$ cat src/rtl/store_data_packer.sv
// Store data packer: narrows a register value to a byte/half/word memory write with lane-positioned data and byte enables.
// Optional feature macro MISALIGNED_SPLIT_EN: misaligned stores become one or two beats instead of being rejected.
module store_data_packer #(
    parameter int ADDR_WIDTH = 32
) (
    input  logic                  clk_i,
    input  logic                  reset_i,
    input  logic                  reqValid_i,
    output logic                  reqReady_o,
    input  logic [ADDR_WIDTH-1:0] reqAddr_i,
    input  logic [31:0]           reqData_i,
    input  logic [1:0]            reqSize_i,
    output logic                  memValid_o,
    input  logic                  memReady_i,
    output logic [ADDR_WIDTH-1:0] memAddr_o,
    output logic [31:0]           memData_o,
    output logic [3:0]            memByteEn_o,
    output logic                  error_o
);

    typedef enum logic [1:0] {
        IDLE  = 2'd0,
        BEAT0 = 2'd1,
        BEAT1 = 2'd2
    } state_t;

    state_t                state_q;
    logic                  memValid_q;
    logic [ADDR_WIDTH-1:0] memAddr_q;
    logic [31:0]           memData_q;
    logic [3:0]            memByteEn_q;
    logic                  error_q;
    logic                  twoBeat_q;
    logic [ADDR_WIDTH-1:0] beat1Addr_q;
    logic [31:0]           beat1Data_q;
    logic [3:0]            beat1ByteEn_q;

    logic [1:0]            off;
    logic [2:0]            nBytes;
    logic [31:0]           sizeMask;
    logic [3:0]            laneMask;
    logic                  aligned;
    logic                  reserved;
    logic                  crossing;
    logic                  reject_d;
    logic                  twoBeat_d;
    logic [63:0]           wideData_d;
    logic [7:0]            wideEn_d;
    logic [ADDR_WIDTH-1:0] baseAddr_d;
    logic [ADDR_WIDTH-1:0] nextAddr_d;

    // Shifting into a double-width window gives beat0 in the low half and the spill-over beat1 in the high half.
    always_comb begin
        off        = reqAddr_i[1:0];
        nBytes     = 3'd4;
        sizeMask   = 32'hFFFF_FFFF;
        laneMask   = 4'b1111;
        aligned    = 1'b0;
        reserved   = 1'b0;
        case (reqSize_i)
            2'b00: begin
                nBytes   = 3'd1;
                sizeMask = 32'h0000_00FF;
                laneMask = 4'b0001;
                aligned  = 1'b1;
            end
            2'b01: begin
                nBytes   = 3'd2;
                sizeMask = 32'h0000_FFFF;
                laneMask = 4'b0011;
                aligned  = ~off[0];
            end
            2'b10: begin
                aligned  = (off == 2'b00);
            end
            default: begin
                reserved = 1'b1;
            end
        endcase
        crossing   = (({1'b0, off} + nBytes) > 3'd4);
`ifdef MISALIGNED_SPLIT_EN
        reject_d   = reserved;
`else
        reject_d   = reserved | ~aligned;
`endif
        twoBeat_d  = crossing & ~reject_d;
        wideData_d = {32'h0, reqData_i & sizeMask} << {off, 3'b000};
        wideEn_d   = {4'h0, laneMask} << off;
        baseAddr_d = {reqAddr_i[ADDR_WIDTH-1:2], 2'b00};
        nextAddr_d = baseAddr_d + ADDR_WIDTH'(4);
    end

    // Control FSM; every memory-side output is a register so beats stay stable while stalled.
    always_ff @(posedge clk_i) begin
        if (reset_i) begin
            state_q       <= IDLE;
            memValid_q    <= 1'b0;
            memAddr_q     <= '0;
            memData_q     <= '0;
            memByteEn_q   <= '0;
            error_q       <= 1'b0;
            twoBeat_q     <= 1'b0;
            beat1Addr_q   <= '0;
            beat1Data_q   <= '0;
            beat1ByteEn_q <= '0;
        end else begin
            error_q <= 1'b0;
            case (state_q)
                IDLE: begin
                    if (reqValid_i) begin
                        if (reject_d) begin
                            error_q <= 1'b1;
                        end else begin
                            memValid_q    <= 1'b1;
                            memAddr_q     <= baseAddr_d;
                            memData_q     <= wideData_d[31:0];
                            memByteEn_q   <= wideEn_d[3:0];
                            twoBeat_q     <= twoBeat_d;
                            beat1Addr_q   <= nextAddr_d;
                            beat1Data_q   <= wideData_d[63:32];
                            beat1ByteEn_q <= wideEn_d[7:4];
                            state_q       <= BEAT0;
                        end
                    end
                end
                BEAT0: begin
                    if (memReady_i) begin
                        if (twoBeat_q) begin
                            memAddr_q   <= beat1Addr_q;
                            memData_q   <= beat1Data_q;
                            memByteEn_q <= beat1ByteEn_q;
                            state_q     <= BEAT1;
                        end else begin
                            memValid_q <= 1'b0;
                            state_q    <= IDLE;
                        end
                    end
                end
                BEAT1: begin
                    if (memReady_i) begin
                        memValid_q <= 1'b0;
                        state_q    <= IDLE;
                    end
                end
                default: begin
                    memValid_q <= 1'b0;
                    state_q    <= IDLE;
                end
            endcase
        end
    end

    // Ready is gated by reset so the upstream never sees a handshake during reset.
    assign reqReady_o  = (state_q == IDLE) && !reset_i;
    assign memValid_o  = memValid_q;
    assign memAddr_o   = memAddr_q;
    assign memData_o   = memData_q;
    assign memByteEn_o = memByteEn_q;
    assign error_o     = error_q;

endmodule

$ cat config.mk
export PLATFORM = sky130hd
export DESIGN_NAME = store_data_packer
export DESIGN_NICKNAME = d
export VERILOG_FILES = /design/src/rtl/store_data_packer.sv
export SDC_FILE = /design/constraint.sdc
export NUM_CORES = 1
export LEC_CHECK = 0
export CAP_MARGIN = 0
export CORE_MARGIN = 10
export CORE_UTILIZATION = 41
export DETAILED_ROUTE_END_ITERATION = 8
export GPL_TIMING_DRIVEN = 0
export PLACE_DENSITY = 0.68
export SYNTH_ARGS = -nofsm -noshare
export SYNTH_HDL_FRONTEND = slang
export SYNTH_SLANG_ARGS = --single-unit
$ cat constraint.sdc
create_clock -name clk_i -period 3.2 [get_ports clk_i]
set_input_delay 0.48 -clock clk_i [delete_from_list [all_inputs] [get_ports clk_i]]
set_output_delay 0.48 -clock clk_i [all_outputs]
set_load 0.03 [all_outputs]
# Word-level counts from Yosys, hierarchy flattened
# Index checks and enable logic that the tools add are counted.
[totals]
word_cells = 78
out_inout_bits = 71
reg_bits = 141
[classes]
addsub = 2
n_eq_ne = 10
shift = 2
n_bitwise = 8
muxes = 33
reduce_logical = 12
n_lt_le_gt_ge = 1
[op_table]
columns = ["op", "n"]
rows = [
  ["$mux 32", 8],
  ["$pmux 32 s2", 3],
  ["$shl 32x5->64", 1],
  ["$add 32x3->32 const B", 1],
  ["$and 32x32->32", 1],
  ["$mux 4", 4],
  ["$pmux 4 s2", 2],
  ["$ne 2x2->1 const B", 6],
  ["$mux 2", 5],
  ["$reduce_and 5->1", 2],
  ["$shl 4x2->8", 1],
  ["$mux 1", 7],
  ["$logic_not 2->1", 3],
  ["$pmux 1 s3", 2],
  ["$pmux 2 s3", 1],
  ["$pmux 3 s2", 1],
  ["$reduce_or 3->1", 2],
  ["$not 1->1", 5],
  ["$eq 2x1->1 const B", 2],
  ["$eq 2x2->1 const B", 2],
  ["$reduce_and 4->1", 1],
  ["$add 2x3->3", 1],
  ["$gt 3x3->1 const B", 1],
  ["$reduce_and 3->1", 1],
  ["other kinds (5)", 5],
]

# Depth between registers and ports, before layout
[depth]
depth_word = 7
ltp_mapped = 8

# Worst setup path before layout
# Ideal clock, no wire load.
[synth_path]
path_kind = "flip-flop to output port"
from = "register state_q[0]"
to = "output reqReady_o"
n_path_buf = 2
path_stages_with_launch = 4
required_ns = 2.720
arrival_time_ns = 1.368
setup_slack_ns = 1.352
path_cell_list = "dfxtp_1 buf_2 buf_1 nor3_1"
[synth_via]
elab_chain_len = 2
[synth_lines]
columns = ["item", "line", "text"]
rows = [
  ["start, declared", "27", "state_t state_q;"],
  ["start signal, assigned", "96", "state_q <= IDLE;"],
  ["start signal, assigned", "122", "state_q <= BEAT0;"],
  ["start signal, assigned", "132", "state_q <= BEAT1;"],
  ["$logic_not 2->1", "154", "assign reqReady_o = (state_q == IDLE) && !reset_i;"],
  ["$logic_and 1x1->1", "154", ""],
  ["end, declared", "9", "output logic reqReady_o,"],
]
# Every way passes these cells.

# Final worst setup path
[layout_path]
from = "input reset_i"
to = "output reqReady_o"
[layout_via]
elab_chain_len = 2
[layout_lines]
columns = ["item", "line", "text"]
rows = [
  ["start, declared", "7", "input logic reset_i,"],
  ["$logic_not 1->1", "154", ""],
  ["$logic_and 1x1->1", "154", ""],
]
# Every way passes these cells.

==> run metrics <==
Final Util 0.582; Pleak around 2.9 nW; Max-Slew Margin vs Limit 0.522; GP Congestion between 0.9 and 1; Mean Syn Cell Area 8.49 um^2; ys flop type dfxtp_1; Setup TNS 0 ns; CP startpoint kind input port; num rows 43; hpwl dp ~15 mm; register area 2560 um^2; worst hold stages 2; Syn. warnings 0; drt via density between 5 and 6; fill count about 1,200; Netlist Area Pre-Place slightly below 6000 um^2; Highest Clock Rate about 370 MHz; most common cell after layout, fill and taps aside clkdlybuf4s50_1; fin crit share 0.835; PwrDens approximately 590 nW/um^2; Die Wd between 100 and 150 um; largest net degree at the start of global routing 17; gr usage total 0.197; critical path type in -> out; Worst-Margin Slew roughly 0.7 ns; Worst VDD drop about 350 uV; CTS Buf Count 17; nets 912; Worst Skew 0.00776 ns; CP most frequent cell clkdlybuf4s50_1; FF+latch count, synth between 100 and 150; DR vias 5,693; CP cell instances clkdlybuf4s50_1 > clkbuf_1 > nor3_1 > clkdlybuf4s50_1; CP endpoint kind primary output; clk sink count roughly 130; PortBufs roughly 140; share of layout cells above drive strength 1 0.0847; I/O pin cnt between 100 and 150; Iteration-0 DRC Markers between 400 and 500; deepest clock path buffer count 2; worst hold path startpoint beat1Data_q[21]; number of library cell types mapped by synthesis 46; post-route DRC violation count 0; first-pass GRT wire length between 30 and 40 mm; RSZ-0062 raised after global routing no; worst r2r src state_q[0]; Worst EP required 2.72 ns; Starting Density 0.418; CTS clock-pin slew for the worst setup and hold paths 0.06 ns; crit path max-delay cell type clkdlybuf4s50_1; Pre-antenna DRT Iters 6; final hold violation count 0; post-placement setup slack 0.407 ns; n_diodes 0; area occupied by multi-input gates ~2900 um^2; worst path arrival time between 2 and 2.5 ns; cts-stage hold buffer count 0; Root Driver clkbuf_16; CTS tree built; R2R depth 7; Critical Path Max Stage Delay roughly 0.73 ns; number of routed nets with antenna violations 0; post-cts sizing count 0; Floorplan Core Area around 14,000 um^2; final setup fails 0; WL/cell 18.7 um; Max Cap Viol 0; Seq/Total Area, Yosys 0.443; ys async rst share 0; number of H-tree levels 4; initial antenna violation count 1; Post-synth EDFFs 0; most frequent cells in the layout clkdlybuf4s50_1 (138), dfxtp_1 (128), nand2_1 (98); Die Y 139 um; Tmin final roughly 2.7 ns; CP Max Fanout 10; status finished, final reports clean; vias in the first global route ~5,700; Setup WS post-layout ~0.53 ns; Syn Inst Count about 680; Pins Over Slew Limit 0; worst min path class reg -> reg; die area 19,300 um^2; final WL a little under 20 mm; Layout area overhead 39.1%; Critical Path Start reset_i; total gr overflow 0; Worst-Skew Late Latency about 0.43 ns; total setup buffers inserted after CTS 0
-- logic make-up after synthesis --
kind of cell    synth area share
mux                       0.0138
simple gates               0.237
compound gates             0.200
other cells             0.000648
fa+ha+maj                0.00779
xor+xnor                  0.0424
buf+inv                   0.0554
flops                      0.443
-- cell type report --
cell class	count	share of cell area
plain buffers	58	0.0347
inverters	11	0.00513
repair buffers	138	0.172
multi-input cells	485	0.361
clock buffers	26	0.0658
well taps	180	0.0280
flip-flops and latches	128	0.319
clock inverters	4	0.0149
-- synth_stat cells, types with 2 or more instances --
| cell type | n | area share |
|---|---|---|
| a211oi_1 | 30 | 0.039 |
| a21oi_1 | 15 | 0.013 |
| a21oi_2 | 2 | 0.0030 |
| a221o_1 | 8 | 0.014 |
| a221oi_1 | 25 | 0.038 |
| a22oi_1 | 8 | 0.010 |
| a311oi_1 | 30 | 0.045 |
| and2_1 | 19 | 0.021 |
| and3_1 | 8 | 0.0087 |
| buf_1 | 2 | 0.0013 |
| buf_2 | 22 | 0.019 |
| buf_4 | 9 | 0.012 |
| clkbuf_1 | 25 | 0.016 |
| dfxtp_1 | 128 | 0.44 |
| ha_1 | 2 | 0.0043 |
| inv_1 | 11 | 0.0071 |
| mux2i_1 | 8 | 0.014 |
| nand2_1 | 98 | 0.064 |
| nand2b_1 | 2 | 0.0022 |
| nand3_1 | 16 | 0.014 |
| nand4_1 | 8 | 0.0087 |
| nor2_1 | 97 | 0.063 |
| nor2_2 | 2 | 0.0022 |
| nor2b_1 | 3 | 0.0032 |
| nor3_1 | 30 | 0.026 |
| nor3_4 | 2 | 0.0056 |
| o21ai_0 | 17 | 0.015 |
| o2bb2ai_1 | 8 | 0.012 |
| or3_1 | 3 | 0.0032 |
| xnor2_1 | 9 | 0.014 |
| xor2_1 | 19 | 0.029 |
-- stage by stage --
| stage | instance area [um^2] | power (W) | instances | hold WS, ns |
|---|---|---|---|---|
| final | 8040 | 0.00473 | 1030 | 0.451 |
| after floorplan | 5790 | 0.00226 | 682 | 0.425 |
| after global routing | 8040 | 0.00489 | 1030 | 0.459 |
| after global placement | 7390 | 0.00263 | 1000 | 0.433 |
| after CTS | 8040 | 0.00474 | 1030 | 0.447 |
| after detailed placement | 7390 | 0.00264 | 1000 | 0.439 |
-- final timing paths --
path,slack (ns),end
min reg2reg,0.45,beat1Data_q[21]
max reg2reg,1.12,memByteEn_o[1]
min,0.45,beat1Data_q[21]
max,0.53,reqReady_o
-- power by group --
| part | internal, W | total [W] | switching, W | leakage, nW |
|---|---|---|---|---|
| Sequential | 0.00170 | 0.00175 | 0.0000551 | 1.05 |
| Clock | 0.00144 | 0.00211 | 0.000673 | 0.319 |
| Combinational | 0.000351 | 0.000861 | 0.000510 | 1.55 |
| Total | 0.00349 | 0.00473 | 0.00124 | 2.92 |
-- critical path, delay by kind of cell --
kind          cells  cell delay (ns)
buf+inv           3             1.43
simple gates      1             0.28
-- routing by layer --
metal	track usage	up-vias	routed length, um
li1	-	2745	-
met1	0.249	2683	8480
met2	0.314	226	9090
met3	0.0500	39	1220
met4	0.0802	0	495
met5	0	-	0
-- flip-flops by register name, indices dropped and copies added, names as in the netlist --
| register | flops |
|---|---|
| memData_o | 32 |
| beat1Addr_q | 30 |
| memAddr_o | 30 |
| beat1Data_q | 24 |
| memByteEn_o | 4 |
| beat1ByteEn_q | 3 |
| state_q | 2 |
| error_o | 1 |
| memValid_o | 1 |
| twoBeat_q | 1 |
No activity file was read; power rests on OpenSTA's default activity.
